==> config.mk <==
export PLATFORM = sky130hd
export DESIGN_NAME = interrupt_controller
export DESIGN_NICKNAME = d
export VERILOG_FILES = /design/src/rtl/interrupt_controller.sv
export SDC_FILE = /design/constraint.sdc
export NUM_CORES = 1
export LEC_CHECK = 0
export ABC_AREA = 1
export CAP_MARGIN = 20
export CORE_ASPECT_RATIO = 1.2
export CORE_MARGIN = 2
export CORE_UTILIZATION = 43
export CTS_CLUSTER_SIZE = 28
export DETAILED_ROUTE_END_ITERATION = 12
export GPL_TIMING_DRIVEN = 1
export MAX_ROUTING_LAYER = met4
export PLACE_DENSITY_LB_ADDON = 0.25
export SLEW_MARGIN = 20
export SYNTH_ARGS = -nofsm -noshare
export SYNTH_HDL_FRONTEND = slang
export SYNTH_SLANG_ARGS = --single-unit
==> constraint.sdc <==
create_clock -name clk -period 3.46 [get_ports clk]
set_input_delay 0.346 -clock clk [delete_from_list [all_inputs] [get_ports clk]]
set_output_delay 0.346 -clock clk [all_outputs]
set_load 0.01 [all_outputs]
==> src/rtl/interrupt_controller.sv <==
// interrupt_controller: synchronises and latches interrupt lines, arbitrates them against
// illegal-instruction exceptions, and presents one held trap request with handler tracking.
// Ports:
//   clk, nrst (async active-low)
//   irq_in, irq_en, irq_mask          : interrupt lines and enables
//   illegal_inst, epc_in              : memory-stage exception and its PC
//   mtvec_base, mtvec_mode            : trap vector configuration
//   trap_ack, mret                    : pipeline accept / handler return
//   trap_req, trap_is_irq, trap_cause : held trap request and its cause
//   trap_pc, trap_target, flush       : captured PC, redirect PC, pipeline flush
//   irq_pending, in_handler           : mip view and handler status
module interrupt_controller #(
  parameter int                 NUM_IRQ     = 16,
  parameter int                 CAUSE_BASE  = 16,
  parameter logic [NUM_IRQ-1:0] EDGE_MASK   = '0,
  parameter int                 SYNC_STAGES = 2
) (
  input  logic               clk,
  input  logic               nrst,
  input  logic [NUM_IRQ-1:0] irq_in,
  input  logic               irq_en,
  input  logic [NUM_IRQ-1:0] irq_mask,
  input  logic               illegal_inst,
  input  logic [31:0]        epc_in,
  input  logic [31:0]        mtvec_base,
  input  logic [1:0]         mtvec_mode,
  input  logic               trap_ack,
  input  logic               mret,
  output logic               trap_req,
  output logic               trap_is_irq,
  output logic [31:0]        trap_cause,
  output logic [31:0]        trap_pc,
  output logic [31:0]        trap_target,
  output logic [3:0]         flush,
  output logic [NUM_IRQ-1:0] irq_pending,
  output logic               in_handler
);
  localparam int IW = NUM_IRQ > 1 ? $clog2(NUM_IRQ) : 1;
  typedef enum logic [1:0] {IDLE, REQ, HANDLER} state_t;
  state_t state, state_nx;
  logic [NUM_IRQ-1:0] sync_q [SYNC_STAGES];
  logic [NUM_IRQ-1:0] s, s_prev, qual, clr;
  logic [IW-1:0] sel, cap_idx;
  logic take, ack, cap_irq;
  logic [30:0] code_nx, cap_code;
  logic [31:0] target_nx;
  assign s = sync_q[SYNC_STAGES-1];
  assign qual = irq_pending & irq_mask & {NUM_IRQ{irq_en}};
  assign ack = state == REQ && trap_ack;
  // only edge sources latch; the acked source is cleared unless a new edge arrives the same cycle
  assign clr = (ack && cap_irq) ? NUM_IRQ'(1) << cap_idx : '0;
  assign take = (state == IDLE && (illegal_inst || |qual)) || (state == HANDLER && illegal_inst);
  assign code_nx = illegal_inst ? 31'd2 : 31'(CAUSE_BASE) + 31'(sel);
  assign target_nx = (!illegal_inst && mtvec_mode == 2'd1) ? mtvec_base + (32'(code_nx) << 2) : mtvec_base;
  assign trap_req = state == REQ;
  assign in_handler = state == HANDLER;
  assign trap_is_irq = cap_irq;
  assign trap_cause = {cap_irq, cap_code};
  always_ff @(posedge clk or negedge nrst) begin
    if (!nrst) begin
      for (int k = 0; k < SYNC_STAGES; k++) sync_q[k] <= '0;
      s_prev <= '0;
      irq_pending <= '0;
    end else begin
      sync_q[0] <= irq_in;
      for (int k = 1; k < SYNC_STAGES; k++) sync_q[k] <= sync_q[k-1];
      s_prev <= s;
      irq_pending <= (EDGE_MASK & ((irq_pending & ~clr) | (s & ~s_prev))) | (~EDGE_MASK & s);
    end
  end
  // lowest index wins: scan downward so the last hit is the smallest
  always_comb begin
    sel = '0;
    for (int i = NUM_IRQ - 1; i >= 0; i--) if (qual[i]) sel = IW'(i);
  end
  always_ff @(posedge clk or negedge nrst) begin
    if (!nrst) state <= IDLE;
    else state <= state_nx;
  end
  always_comb begin
    state_nx = state;
    flush = '0;
    if (take) state_nx = REQ;
    else if (ack) begin
      state_nx = HANDLER;
      flush = 4'hf;
    end else if (state == HANDLER && mret) state_nx = IDLE;
  end
  always_ff @(posedge clk or negedge nrst) begin
    if (!nrst) begin
      cap_irq <= 1'b0;
      cap_code <= '0;
      cap_idx <= '0;
      trap_pc <= '0;
      trap_target <= '0;
    end else if (take) begin
      cap_irq <= !illegal_inst;
      cap_code <= code_nx;
      cap_idx <= sel;
      trap_pc <= epc_in;
      trap_target <= target_nx;
    end
  end
endmodule

==> metrics.md <==
| Metric | Value |
|---|---|
| Run status | finished clean |
| Die width | 106 um |
| Worst Path Buf+Inv | 4 |
| Maximum fanout along the worst path | 4 |
| Category of the critical setup timing path | reg -> reg |
| Initial antenna violation count | 0 |
| Detailed placement HPWL | 9.93 mm |
| Clock tree from TritonCTS | yes |
| Sequential cell area | 2980 um^2 |
| Deepest clock path buffer count | 2 |
| Final setup skew | 0.00952 ns |
| Summed instance area of the synthesized netlist | 5340 um^2 |
| Setup repair after global routing missed its margin | yes |
| Hold violation total from the final report | 0 |
| Post-synthesis mux area share | 0 |
| Clock Sink Count | 119 |
| Total routing usage reported by global routing | 0.215 |
| Layout filler cell count | just under 1000 |
| CTS Buf Count | 17 |
| Path depth of the worst reg2reg path | 31 |
| Max-capacitance violation count | 0 |
| Total number of H-tree levels | 4 |
| Overall power after layout | 5980 uW |
| Number of buffers added on ports | about 200 |
| Vias in the first global route | 4621 |
| Flops & latches, synth | 119 |
| Vias per std cell | 4.62 |
| Post-route clock period utilization | 0.975 |
| Compound-cell area share of the yosys netlist | 0.0473 |
| IR Drop Worst-Case VDD | 0.000493 V |
| CP dominant cell by count | sky130_fd_sc_hd__nand2_1 |
| Type of destination of the critical path | flip-flop |
| Main combinational cell family by area after synthesis | simple AND/OR/NAND/NOR gates |
| Clock latency on the worst-skew pair | 0.41 ns |
| Area share of the largest cell type after synthesis | 0.558 |
| Category of cells accounting for the largest share of critical-path delay | simple AND/OR/NAND/NOR gates |
| Post-synthesis xor/xnor area fraction | 0.0344 |
| Synth Instances | 574 |
| Final net count | 909 |
| Cell with the largest stage delay on the worst path | sky130_fd_sc_hd__fa_2 |
| Multi-input gate area in the final layout | ~2000 um^2 |
| Post-Layout Cell Count | 973 |
| Rel. slew slack | 0.476 |
| Final Setup Violations | 0 |
| Startpoint type of the worst setup path | flip-flop |
| Diode count | 0 |
| Upper clock frequency limit | about 0.30 GHz |
| Worst Path Required | roughly 3.8 ns |
| CTS root buffer | sky130_fd_sc_hd__clkbuf_16 |
| Initial standard-cell utilization of the core | 0.441 |
| Reported leakage power | 0.00380 uW |
| Global route overflow | 0 |
| Biggest area contributors in the synthesized netlist | sky130_fd_sc_hd__dfrtp_1, sky130_fd_sc_hd__nand2_1, sky130_fd_sc_hd__buf_4 |
| Row Count | 44 |
| Number of library cell types mapped by synthesis | 34 |
| Fin crit period | 3.37 ns |
| Core outline area | 12100 um^2 |
| I/O pin count | ~220 |
| Power density relative to cell area | 739 nW/um^2 |
| Final worst hold slack | 0.00229 ns |
| Global-route wire length before repair | 22.0 mm |
| Residual DRC | 0 |
| Worst-path clk slew | 0.06 ns |
| Area added between synthesis and finish | 51.6% |
| Initial detailed-routing violation count | roughly 140 |
| Routed vias | 4500 |
| Number of detailed-routing iterations run before antenna repair | 4 |
| Fraction of final layout cells sized beyond drive strength 1 | 0.142 |
| Adder-cell area share of the yosys netlist | 0.0155 |
| Arr. time, crit path | between 3 and 4 ns |
| Post-detailed-route count of antenna-violating nets | 0 |
| Post-Synthesis Mean Instance Area | 9.30 um^2 |
| WL per Instance | about 14 um |
| Top cell type by total area after synthesis | sky130_fd_sc_hd__dfrtp_1 |
| Yosys warning count | 0 |
| Die area | roughly 13000 um^2 |
| Sequential area share after synthesis | 0.558 |
| Post-detailed-routing wire length | 13.4 mm |
| Slew @ Worst Pin | 0.786 ns |
| Largest stage delay on the critical path | 0.39 ns |
| DP Cell Count | 937 |
| Post-synthesis share of cell area spent on and, or, nand and nor gates | 0.247 |
| Die outline height | 126 um |
| Final Max Slew Viols | 0 |
| Post-placement setup slack | -0.426 ns |
| Instance count on the critical path | 31 |
| Placer's final routability congestion estimate | roughly 0.86 |
| Hold/Removal Path Class | in -> async |
| Fin worst setup slack | 0.0858 ns |
| Maximum number of pins on one net before global-route repair | between 60 and 70 |
-- worst paths after layout --
| check | from | endpoint | slack (ns) |
|---|---|---|---|
| setup / recovery | irq_pending[15] | trap_target[30] | 0.09 |
| hold / removal | nrst | trap_target[10] | 0.002 |
| setup reg to reg | irq_pending[15] | trap_target[30] | 0.09 |
| hold reg to reg | sync_q[29] | s[13] | 0.34 |
| max in group asynchronous | nrst | trap_pc[2] | 2.57 |
| min in group clk | sync_q[29] | s[13] | 0.34 |
-- repair_timing --
action                                  4_1_cts  5_1_grt
setup buffers                                 0        5
hold buffers                                  0        0
endpoints found under the hold margin         0        0
gates resized for setup                       0       23
endpoints found under the setup margin        0       19
-- stage by stage --
stage           util  setup TNS, ns  cell area (um^2)
6_report       0.668              0              8100
2_1_floorplan      -              0              5430
5_1_grt        0.668         -0.714              8100
3_5_place_dp   0.613          -5.08              7420
3_3_place_gp   0.613          -2.90              7420
4_1_cts        0.661              0              8000
-- sequential cells by signal, summed over array words and instances (netlist names) --
| register | cells |
|---|---|
| sync_q | 16 |
| irq_pending | 16 |
| s | 16 |
| trap_pc | 32 |
| cap_code | 5 |
| state | 2 |
| trap_target | 32 |
-- metal layers --
metal  wire length, um  track usage  up-vias
met5                 0            -        -
met4               212       0.0774        0
met3               975       0.0621       20
met2              6830        0.355      165
met1              5330        0.251     2118
li1                  -            -     2197
-- kinds of logic after synthesis --
| kind of cell | Yosys count |
|---|---|
| buffers and inverters | 82 |
| flip-flops | 119 |
| XOR/XNOR | 21 |
| AO/OA/AOI/OAI | 42 |
| AND/OR/NAND/NOR | 303 |
| adder cells (fa/ha/maj) | 6 |
| other | 1 |
-- cells in the final DEF (no fill, tap or decap), drive strengths merged --
| master | n |
|---|---|
| nand3b | 1 |
| buf | 34 |
| nand4 | 6 |
| nand2 | 218 |
| bufinv | 1 |
| fa | 1 |
| o31ai | 2 |
| o21ai | 27 |
| nor3 | 6 |
| o21bai | 1 |
| nor4 | 1 |
| nor2 | 39 |
| dlymetal6s2s | 2 |
| a21oi | 7 |
| nand3 | 29 |
| xor2 | 13 |
| inv | 45 |
| conb | 26 |
| a31oi | 5 |
| clkdlybuf4s50 | 193 |
| nor3b | 1 |
| xnor2 | 8 |
| dfrtp | 119 |
| clkbuf | 17 |
| or2 | 2 |
| ha | 5 |
| clkinvlp | 3 |
-- cell type report --
type,count,area share
tap,161,0.0249
timing repair buffer,229,0.273
sequential,119,0.368
multi-input combinational,398,0.246
clock buffer,17,0.0525
inverter,34,0.0161
clock inverter,15,0.0193
-- synthesized netlist by cell type (all sizes together) --
master  count
dfrtp     119
o21ai      27
o21bai      1
conb        1
nand2     218
xnor2       8
o31ai       2
xor2       13
nor3        6
nand4       6
nor2       39
a21oi       7
nor4        1
a31oi       5
nor3b       1
or2         2
fa          1
inv        34
nand3b      1
nand3      29
ha          5
buf        48
-- worst register-to-register path: cells and delay by family, from the launching register on --
kind                     cells  cell delay [ns]
AO/OA/AOI/OAI                2             0.22
adder cells (fa/ha/maj)      2             0.59
buffers and inverters        4             0.22
flip-flops                   1             0.37
AND/OR/NAND/NOR             23             1.86
-- where the power goes --
| part | total [uW] | switching, uW | internal, uW |
|---|---|---|---|
| sequential | 2060 | 238 | 1820 |
| combinational | 2200 | 1060 | 1140 |
| clock | 1720 | 702 | 1020 |
| total | 5980 | 2000 | 3980 |
Note: power is estimated with default switching activity, not from simulation.
